### config.mk
export PLATFORM = sky130hd
export DESIGN_NAME = sd_cmd_serial_host
export DESIGN_NICKNAME = d
export VERILOG_FILES = /design/src/rtl/sd_cmd_pkg.sv /design/src/rtl/sd_crc7.sv /design/src/rtl/sd_cmd_serial_host.sv
export SDC_FILE = /design/constraint.sdc
export NUM_CORES = 1
export LEC_CHECK = 0
export ABC_AREA = 1
export ABC_CLOCK_PERIOD_IN_PS = 3250
export BUFFER_PORTS_ARGS = -buffer_cell sky130_fd_sc_hd__buf_2
export CAP_MARGIN = 30
export CORE_MARGIN = 5
export CORE_UTILIZATION = 60
export CTS_BUF_LIST = sky130_fd_sc_hd__clkbuf_4
export DETAILED_ROUTE_END_ITERATION = 10
export GPL_TIMING_DRIVEN = 0
export PLACE_DENSITY = 0.82
export SLEW_MARGIN = 20
export SYNTH_ARGS = -nofsm -noshare
export SYNTH_HDL_FRONTEND = slang
export SYNTH_SLANG_ARGS = --single-unit
### constraint.sdc
create_clock -name clock -period 3.25 [get_ports clock]
set_input_delay 0.325 -clock clock [delete_from_list [all_inputs] [get_ports clock]]
set_output_delay 0.325 -clock clock [all_outputs]
set_load 0.02 [all_outputs]
### src/rtl/sd_cmd_pkg.sv
// Shared types and constants for the SD CMD-line serial engine.
package sd_cmd_pkg;

    typedef enum logic [2:0] {
        IDLE,
        TX,
        TURN,
        WAIT_START,
        RX,
        FINISH,
        NCC
    } sd_cmd_state_e;

    localparam int SD_CMD_TX_BITS    = 48;
    localparam int SD_CMD_SHORT_BITS = 48;
    localparam int SD_CMD_LONG_BITS  = 136;
    localparam int SD_CMD_NCR_MIN    = 2;
    localparam int SD_CMD_NCC        = 8;

    // x^7 + x^3 + 1 with the x^7 term implicit
    localparam logic [6:0] SD_CMD_CRC7_POLY = 7'h09;

    function automatic logic [6:0] crc7_step(input logic [6:0] crc, input logic bit_in);
        logic fb;
        fb = bit_in ^ crc[6];
        return {crc[5:0], 1'b0} ^ (fb ? SD_CMD_CRC7_POLY : 7'h00);
    endfunction

endpackage

### src/rtl/sd_crc7.sv
// Serial CRC7 accumulator: clear has priority over enable, one bit per enabled cycle.
module sd_crc7
    import sd_cmd_pkg::*;
(
    input  logic       clock,
    input  logic       rst,
    input  logic       en,
    input  logic       clr,
    input  logic       bit_i,
    output logic [6:0] crc_o
);

    logic [6:0] crc_q;
    logic [6:0] crc_d;

    always_comb begin
        crc_d = crc_q;
        if (clr) begin
            crc_d = '0;
        end else if (en) begin
            crc_d = crc7_step(crc_q, bit_i);
        end
    end

    always_ff @(posedge clock) begin
        if (rst) begin
            crc_q <= '0;
        end else begin
            crc_q <= crc_d;
        end
    end

    assign crc_o = crc_q;

endmodule

### src/rtl/sd_cmd_serial_host.sv
// Bit-serial SD CMD-line engine: sends a 48-bit command token, captures a 48/136-bit response.
// Optional SD_CMD_NCC_WAIT_EN adds an 8-enable NCC hold-off after FINISH.
module sd_cmd_serial_host
    import sd_cmd_pkg::*;
(
    input  logic         clock,
    input  logic         rst,
    input  logic         clock_posedge,
    input  logic         start_i,
    input  logic         abort_i,
    input  logic [1:0]   setting_i,
    input  logic [39:0]  cmd_i,
    input  logic         cmd_dat_i,
    output logic         cmd_out_o,
    output logic         cmd_oe_o,
    output logic [119:0] response_o,
    output logic         crc_ok_o,
    output logic         index_ok_o,
    output logic         finish_o
);

    localparam logic [7:0] TX_CRC_START = 8'(SD_CMD_TX_BITS - 8);
    localparam logic [7:0] TX_END_BIT   = 8'(SD_CMD_TX_BITS - 1);
    localparam logic [7:0] TX_DONE      = 8'(SD_CMD_TX_BITS);

    sd_cmd_state_e state_q, state_d;
    logic [7:0]    bit_cnt_q, bit_cnt_d;
    logic [39:0]   cmd_q, cmd_d;
    logic [1:0]    set_q, set_d;
    logic          cmd_out_q, cmd_out_d;
    logic          cmd_oe_q, cmd_oe_d;
    logic [119:0]  resp_shift_q, resp_shift_d;
    logic [5:0]    idx_rx_q, idx_rx_d;
    logic [6:0]    crc_rx_q, crc_rx_d;
    logic [119:0]  response_q, response_d;
    logic          crc_ok_q, crc_ok_d;
    logic          index_ok_q, index_ok_d;
    logic          finish_q, finish_d;

    logic          tx_crc_en, tx_crc_clr, tx_crc_bit;
    logic          rx_crc_en, rx_crc_clr, rx_crc_bit;
    logic [6:0]    tx_crc, rx_crc;

    logic          rx_long;
    logic [7:0]    rx_crc_lo;
    logic [7:0]    rx_last;
    logic [5:0]    tx_idx;
    logic [2:0]    tx_crc_sel;

    assign rx_long    = set_q[1];
    assign rx_crc_lo  = rx_long ? 8'(SD_CMD_LONG_BITS - 8) : 8'(SD_CMD_SHORT_BITS - 8);
    assign rx_last    = rx_long ? 8'(SD_CMD_LONG_BITS - 1) : 8'(SD_CMD_SHORT_BITS - 1);
    assign tx_idx     = 6'(8'd39 - bit_cnt_q);
    assign tx_crc_sel = 3'(8'd46 - bit_cnt_q);

    sd_crc7 u_tx_crc (
        .clock (clock),
        .rst   (rst),
        .en    (tx_crc_en),
        .clr   (tx_crc_clr),
        .bit_i (tx_crc_bit),
        .crc_o (tx_crc)
    );

    sd_crc7 u_rx_crc (
        .clock (clock),
        .rst   (rst),
        .en    (rx_crc_en),
        .clr   (rx_crc_clr),
        .bit_i (rx_crc_bit),
        .crc_o (rx_crc)
    );

    always_comb begin
        state_d      = state_q;
        bit_cnt_d    = bit_cnt_q;
        cmd_d        = cmd_q;
        set_d        = set_q;
        cmd_out_d    = cmd_out_q;
        cmd_oe_d     = cmd_oe_q;
        resp_shift_d = resp_shift_q;
        idx_rx_d     = idx_rx_q;
        crc_rx_d     = crc_rx_q;
        response_d   = response_q;
        crc_ok_d     = crc_ok_q;
        index_ok_d   = index_ok_q;
        finish_d     = finish_q;
        tx_crc_en    = 1'b0;
        tx_crc_clr   = 1'b0;
        tx_crc_bit   = 1'b0;
        rx_crc_en    = 1'b0;
        rx_crc_clr   = 1'b0;
        rx_crc_bit   = cmd_dat_i;

        if (clock_posedge) begin
            if (abort_i) begin
                state_d   = IDLE;
                bit_cnt_d = '0;
                cmd_oe_d  = 1'b0;
                cmd_out_d = 1'b1;
                finish_d  = 1'b0;
            end else begin
                case (state_q)
                    IDLE: begin
                        cmd_oe_d  = 1'b0;
                        cmd_out_d = 1'b1;
                        if (start_i) begin
                            cmd_d      = cmd_i;
                            set_d      = setting_i;
                            tx_crc_clr = 1'b1;
                            rx_crc_clr = 1'b1;
                            crc_ok_d   = 1'b0;
                            index_ok_d = 1'b0;
                            bit_cnt_d  = '0;
                            state_d    = TX;
                        end
                    end
                    TX: begin
                        cmd_oe_d  = 1'b1;
                        bit_cnt_d = bit_cnt_q + 8'd1;
                        if (bit_cnt_q < TX_CRC_START) begin
                            cmd_out_d  = cmd_q[tx_idx];
                            tx_crc_en  = 1'b1;
                            tx_crc_bit = cmd_q[tx_idx];
                        end else if (bit_cnt_q < TX_END_BIT) begin
                            cmd_out_d = tx_crc[tx_crc_sel];
                        end else if (bit_cnt_q == TX_END_BIT) begin
                            cmd_out_d = 1'b1;
                        end else begin
                            cmd_oe_d  = 1'b0;
                            cmd_out_d = 1'b1;
                            if (set_q[0]) begin
                                // the line sample taken here is the first ignored Ncr sample
                                bit_cnt_d = 8'd1;
                                state_d   = TURN;
                            end else begin
                                finish_d = 1'b1;
                                state_d  = FINISH;
                            end
                        end
                    end
                    TURN: begin
                        if (bit_cnt_q >= 8'(SD_CMD_NCR_MIN - 1)) begin
                            bit_cnt_d = '0;
                            state_d   = WAIT_START;
                        end else begin
                            bit_cnt_d = bit_cnt_q + 8'd1;
                        end
                    end
                    WAIT_START: begin
                        if (!cmd_dat_i) begin
                            rx_crc_en = 1'b1;
                            bit_cnt_d = 8'd1;
                            state_d   = RX;
                        end
                    end
                    RX: begin
                        bit_cnt_d = bit_cnt_q + 8'd1;
                        if (bit_cnt_q >= 8'd2 && bit_cnt_q < 8'd8) begin
                            idx_rx_d = {idx_rx_q[4:0], cmd_dat_i};
                        end
                        if (bit_cnt_q < rx_crc_lo && (!rx_long || bit_cnt_q >= 8'd8)) begin
                            rx_crc_en = 1'b1;
                        end
                        if (bit_cnt_q >= 8'd8 && bit_cnt_q < rx_crc_lo) begin
                            resp_shift_d = {resp_shift_q[118:0], cmd_dat_i};
                        end
                        if (bit_cnt_q >= rx_crc_lo && bit_cnt_q < rx_last) begin
                            crc_rx_d = {crc_rx_q[5:0], cmd_dat_i};
                        end
                        if (bit_cnt_q == rx_last) begin
                            response_d = rx_long ? resp_shift_q : {resp_shift_q[31:0], 88'd0};
                            crc_ok_d   = (rx_crc == crc_rx_q);
                            index_ok_d = rx_long ? (idx_rx_q == 6'h3F) : (idx_rx_q == cmd_q[37:32]);
                            finish_d   = 1'b1;
                            state_d    = FINISH;
                        end
                    end
                    FINISH: begin
                        finish_d  = 1'b0;
                        bit_cnt_d = '0;
`ifdef SD_CMD_NCC_WAIT_EN
                        state_d   = NCC;
`else
                        state_d   = IDLE;
`endif
                    end
                    NCC: begin
                        if (bit_cnt_q == 8'(SD_CMD_NCC - 1)) begin
                            bit_cnt_d = '0;
                            state_d   = IDLE;
                        end else begin
                            bit_cnt_d = bit_cnt_q + 8'd1;
                        end
                    end
                    default: begin
                        state_d   = IDLE;
                        cmd_oe_d  = 1'b0;
                        cmd_out_d = 1'b1;
                    end
                endcase
            end
        end
    end

    always_ff @(posedge clock) begin
        if (rst) begin
            state_q      <= IDLE;
            bit_cnt_q    <= '0;
            cmd_q        <= '0;
            set_q        <= '0;
            cmd_out_q    <= 1'b1;
            cmd_oe_q     <= 1'b0;
            resp_shift_q <= '0;
            idx_rx_q     <= '0;
            crc_rx_q     <= '0;
            response_q   <= '0;
            crc_ok_q     <= 1'b0;
            index_ok_q   <= 1'b0;
            finish_q     <= 1'b0;
        end else begin
            state_q      <= state_d;
            bit_cnt_q    <= bit_cnt_d;
            cmd_q        <= cmd_d;
            set_q        <= set_d;
            cmd_out_q    <= cmd_out_d;
            cmd_oe_q     <= cmd_oe_d;
            resp_shift_q <= resp_shift_d;
            idx_rx_q     <= idx_rx_d;
            crc_rx_q     <= crc_rx_d;
            response_q   <= response_d;
            crc_ok_q     <= crc_ok_d;
            index_ok_q   <= index_ok_d;
            finish_q     <= finish_d;
        end
    end

    assign cmd_out_o  = cmd_out_q;
    assign cmd_oe_o   = cmd_oe_q;
    assign response_o = response_q;
    assign crc_ok_o   = crc_ok_q;
    assign index_ok_o = index_ok_q;
    assign finish_o   = finish_q;

endmodule

==> flow_summary.toml, run 1 <==
[critical_path]
cp-start-kind = "flop"
crit_top_cell = "nand2_1"
required_ns = 3.77
cp_slowest_cell = "dfxtp_1"
path_max_fanout = 20
path_class = "reg -> reg"
crit_path_cell_trace = "clkbuf_2 > inv_1 > clkbuf_4 > ha_1 > nand2_1 > nor3_2 > nand2_1 > nor2_2 > inv_2 > nor2_8 > inv_2 > buf_4 > buf_2 > nand2_1 > a21oi_1"
cp.arrival_ns = 3.59
max_stage_delay_ns = 0.37
end_kind = "flop"

[cells_and_area]
fillers = 1725
syn_to_final_growth_pct = 20.3
layout_common_cells = "dfxtp_1, a21oi_1, nand2_1, buf_2, inv_1"
utilization_pct = 73.2
final_area_sq_um = 16000
drive_above_1_share_pct = 18.3
final_nets = 2112
final_common_cell = "dfxtp_1"
register_area_sq_um = 6510
multi_input_comb_area_sq_um = 5330
final_cells = 2390

[clock_network]
clock_sinks = 325
clk-insertion-delay-late_ns = 0.70
cts_tree = "built"
htreeDepth = 3
root_buffer = "clkbuf_4"
clkSlewWorstSetupHoldPaths_ns = 0.06
cts-buffers-inserted = 83
clockBufferDepth = 3

[detailed_routing]
drc_errors = 0
drt_iter0_markers = 991
drtPass1Iterations = 6
avgViaCountPerCell = 5.42
vias = 13000
post_drt_wl_per_cell_um = 15.4
postRouteAntennaNets = 0
routed_wl_um = 36900

[sta]
max-slew-margin-rel_pct = 42.7
finalHoldViolCount = 0
worstMarginPinSlew_ns = 0.859
report.final.setup_viol = 0
fin_crit_ns = 3.06
slew_viol_final = 0
fmaxAchievable_mhz = 327
final.setup_skew_ns = 0.0587
fin_crit_sh_pct = 94.2
hold_slack_ns = 0.0632
grt_setup_unrepaired = "false"

[placement]
portBuffers = 171
place_area_sq_um = 14500
place_congestion = 0.958
placed_cells = 2206
dp_hpwl_um = 25300

[synthesis]
yosys_warnings = 0
ys_ff_latch = 325
yosysSeqAreaShare_pct = 49.0
syn_inst = 1755
synth.cell_area_sq_um = 13300
ys_types = 36
async_reset_ff_share_pct = 0
syn_nets = 1813
synth-edff-count = 0
syn_avg_cell_area_sq_um = 7.56
synth_flop_cell = "dfxtp_1"

[floorplan]
core_sq_um = 21800
rows = 54
initial_core_util_pct = 60.8
io_pins = 173
dieHeight_um = 159
die-area_sq_um = 25200
die_w_um = 159

[power]
finalPower_mw = 8.06
leakage_nw = 6.60
powerDensity_nw_per_um2 = 505
vdd_ir_drop_max_v = 0.000327

[global_route]
track_usage_pct = 28.2
grt_pass1_vias = 12600
grt_max_degree = 21
antenna_found_initial = 1
grt_overflow = 0
grt_pass1_wl_um = 60500

[min_path]
min_path_type = "in -> reg"

[run]
cap_violations = 0

[run_status]
status = "complete, no violations"
## cell type report
type / count / share of cell area, %
Buffer: 125 / 3.98
Clock inverter: 18 / 0.861
Tap cell: 280 / 2.19
Timing Repair Buffer: 215 / 8.08
Antenna cell: 1 / 0.0157
Inverter: 215 / 5.05
Multi-Input combinational cell: 1089 / 33.4
Sequential cell: 325 / 40.7
Clock buffer: 122 / 5.73
## synth_stat cells, drive strengths merged, types with 10 or more instances
library cell,count,share of area [%]
nor3,16,0.68
nand3,119,4.5
dfxtp,325,49
clkbuf,69,2.0
a31oi,33,1.6
inv,215,6.1
ha,10,0.94
a21oi,287,11
nor2,91,3.1
buf,57,2.8
nand2,261,7.5
xor2,10,0.66
o21ai,231,8.7
## sequential cells by signal, indices dropped and copies added (netlist names), 2 cells and up
name,flops
bit_cnt_q,8
cmd_q,40
crc_rx_q,7
idx_rx_q,6
resp_shift_q,120
response_o,120
set_q,2
state_q,3
u_rx_crc.crc_o,7
u_tx_crc.crc_o,7
## routing by layer
layer	GRT usage (%)	up-vias	part of all wire, %
met2	46.8	480	48
met1	35.5	5942	42
met5	0	-	0
met4	12.4	0	3.3
met3	6.01	101	7.0
li1	-	6433	-
## timing repair
| action | CTS | global route |
|---|---|---|
| pin swaps | 0 | 1 |
| gates resized for setup | 3 | 1 |
| setup endpoints to repair | 260 | 82 |
| cloned | 0 | 0 |
| hold endpoints to repair | 42 | 0 |
| hold buffers | 42 | 0 |
| buffers inserted | 0 | 2 |
## stage by stage
step,setup slack (ns),TNS (ns)
final,0.188,0
after detailed placement,-0.597,-105.26
after global routing,0.00326,0
after global placement,-0.551,-98.15
after floorplan,0.517,0
after CTS,0.00713,0
## report_power, final
| part | internal, mW | leakage, nW | switching (mW) | total [mW] |
|---|---|---|---|---|
| clock | 1.87 | 0.627 | 1.61 | 3.49 |
| combinational | 0.172 | 3.35 | 0.338 | 0.510 |
| sequential | 4.03 | 2.62 | 0.0311 | 4.06 |
| total | 6.08 | 6.60 | 1.98 | 8.06 |
## path summary, 6_finish.rpt
path                                         from           endpoint  slack (ns)  cells past startpoint
worst max-delay path                     set_q[1]     response_o[27]        0.19                     15
worst max register to register           set_q[1]     response_o[27]        0.19                     15
worst min-delay path                      abort_i           finish_o        0.06                      4
worst min register to register  resp_shift_q[117]  resp_shift_q[118]        0.45                      2
## cells by family after synthesis
kind of cell / count (synthesis) / synth area share [%]
and+or+nand+nor: 503 / 16.6
DFF: 325 / 49.0
adders and majority gates: 10 / 0.943
buffers and inverters: 341 / 10.9
AOI/OAI and AO/OA: 565 / 21.9
xor gates and xnor gates: 11 / 0.726
## worst max-delay path, delay by kind of cell (launching register included)
| kind | cells | cell delay (ns) |
|---|---|---|
| AO/OA/AOI/OAI | 1 | 0.06 |
| AND/OR/NAND/NOR | 6 | 0.79 |
| buffers and inverters | 7 | 1.31 |
| flip-flops | 1 | 0.37 |
| adder cells (fa/ha/maj) | 1 | 0.36 |
(Power assumes the default switching activity.)
==> run 2: changes to the inputs <==
ABC_CLOCK_PERIOD_IN_PS = 3000   (was 3250)
PLACE_DENSITY = 0.87   (was 0.82)
clock period = 3 ns   (was 3.25 ns; I/O delays follow)
==> run 2 against run 1 <==
Sequential share of layout area down 0.40 points. Wire length up 2.6%. Worst setup slack worse by 0.083 ns. Clock-buffer cell count down 5. Largest cell class unchanged.
==> flow_summary.toml, run 2 (synthesis results as in run 1) <==
[run_status]
status = "complete, no violations"

[critical_path]
worst-path-stages = 16
cp_top_family = "buffers and inverters"
max_stage_delay_ns = 0.36
crit_path_cell_trace = "clkbuf_8 > inv_1 > clkbuf_8 > clkbuf_8 > ha_1 > nand2_1 > nor3_4 > nand2_2 > nor2_4 > inv_2 > nor2_8 > inv_4 > buf_4 > clkbuf_4 > nand2_1 > a21oi_1"
crit_top_cell = "clkbuf_8"
path_class = "reg -> reg"
critPathBufInv = 8
required_ns = 3.52
path_max_fanout = 11
cp_slowest_cell = "dfxtp_2"
r2r_end = "response_o[37]"
reg2reg_slack_ns = 0.11
end_kind = "flop"
worstRegToRegCells = 16
cp.arrival_ns = 3.42
r2r_start = "set_q[1]"
cp-start-kind = "flop"

[floorplan]
core_sq_um = 21800
die-area_sq_um = 25200
io_pins = 173
initial_core_util_pct = 60.8
rows = 54
dieHeight_um = 159
die_w_um = 159

[sta]
worstMarginPinSlew_ns = 0.788
report.final.setup_viol = 0
final.setup_skew_ns = 0.0672
fmaxAchievable_mhz = 345
fin_crit_sh_pct = 96.5
slew_viol_final = 0
layout_setup_ws_ns = 0.105
grt_setup_unrepaired = "false"
max-slew-margin-rel_pct = 47.4
finalHoldViolCount = 0
hold_slack_ns = 0.119
fin_crit_ns = 2.89

[global_route]
grt_overflow = 0
grt_pass1_vias = 12900
grt_max_degree = 13
antenna_found_initial = 2
grt_pass1_wl_um = 61700
track_usage_pct = 28.6

[cells_and_area]
final_common_cell = "dfxtp_1"
final_cells = 2395
final_nets = 2115
syn_to_final_growth_pct = 21.6
fillers = 1610
utilization_pct = 74.0
final_area_sq_um = 16100
drive_above_1_share_pct = 18.7
layout_common_cells = "dfxtp_1, a21oi_1, nand2_1, inv_1, buf_2"

[detailed_routing]
routed_wl_um = 37900
drtPass1Iterations = 5
postRouteAntennaNets = 0
avgViaCountPerCell = 5.57
vias = 13300
drt_iter0_markers = 1070
post_drt_wl_per_cell_um = 15.8
drc_errors = 0

[power]
vdd_ir_drop_max_v = 0.000358
powerDensity_nw_per_um2 = 546
leakage_nw = 6.62

[min_path]
min-delay-start = "clock_posedge"
worstHoldPathCells = 6
holdPathEnd = "state_q[1]"
min_path_type = "in -> reg"

[placement]
placed_cells = 2206
place_area_sq_um = 14500
portBuffers = 171
dp_hpwl_um = 25500
place_ws_ns = -0.810
place_congestion = 0.947

[clock_network]
clock_sinks = 325
clockBufferDepth = 3
htreeDepth = 3
cts_tree = "built"
root_buffer = "clkbuf_4"
cts-buffers-inserted = 82
clkSlewWorstSetupHoldPaths_ns = 0.06
clk-insertion-delay-late_ns = 0.72

[run]
cap_violations = 0
==> run 2: cell types whose count changed in the layout (fill, tap and decap cells not counted), sizes merged <==
cell / delta
clkbuf: +5
bufinv: +1
clkinvlp: +3
buf: -8
diode: +1
inv: +1
dlygate4sd3: +2
==> run 2: cell type report <==
| type | instances | area (sq um) | area share (%) |
|---|---|---|---|
| multi-input combinational | 1089 | 5360 | 33.2 |
| clock inverter | 23 | 179 | 1.11 |
| inverter | 215 | 810 | 5.02 |
| clock buffer | 117 | 878 | 5.44 |
| timing repair buffer | 218 | 1330 | 8.25 |
| tap | 280 | 350 | 2.17 |
| antenna | 2 | 5.00 | 0.0310 |
| sequential | 325 | 6510 | 40.3 |
| buffer | 126 | 718 | 4.45 |
==> run 2: per-layer routing <==
| metal | routed length [um] | vias to the layer above | global-route usage [%] |
|---|---|---|---|
| li1 | - | 6455 | - |
| met1 | 15100 | 6161 | 34.8 |
| met2 | 18200 | 611 | 47.4 |
| met3 | 3170 | 114 | 7.08 |
| met4 | 1420 | 0 | 13.8 |
| met5 | 0 | - | 0 |
==> run 2: worst register-to-register path: stages, from the launching register on <==
cell and delay [ns]:
dfxtp_2 0.36, clkbuf_8 0.17, inv_1 0.10, clkbuf_8 0.19
clkbuf_8 0.19, ha_1 0.30, nand2_1 0.09, nor3_4 0.23
nand2_2 0.11, nor2_4 0.13, inv_2 0.08, nor2_8 0.16
inv_4 0.10, buf_4 0.20, clkbuf_4 0.19, nand2_1 0.08
a21oi_1 0.07
==> run 2: worst max-delay path by stage <==
stage                     slack, ns  startpoint             end
after floorplan                0.27    set_q[1]  response_o[33]
after global placement        -0.71    set_q[1]  response_o[39]
after detailed placement      -0.81    set_q[1]  response_o[41]
after CTS                      0.04    set_q[1]  response_o[37]
after global routing           0.01    set_q[1]  response_o[37]
final                          0.11    set_q[1]  response_o[37]
==> run 2: stage by stage <==
stage | TNS, ns | power (mW)
CTS | 0 | 8.83
global placement | -144.19 | 4.98
global route | 0 | 9.17
detailed placement | -162.68 | 4.99
floorplan | 0 | 4.83
finish | 0 | 8.81
==> run 2: what timing repair did <==
item	CTS	global route
pin swaps	3	1
endpoints found under the hold margin	44	0
setup buffers	3	0
cloned	0	0
endpoints found under the setup margin	260	244
resized for setup	11	31
hold buffers	44	0
==> run 2: where the power goes <==
| part | internal, mW | total (mW) | switching [mW] |
|---|---|---|---|
| sequential | 4.37 | 4.40 | 0.0336 |
| clock | 2.05 | 3.84 | 1.79 |
| combinational | 0.195 | 0.569 | 0.375 |
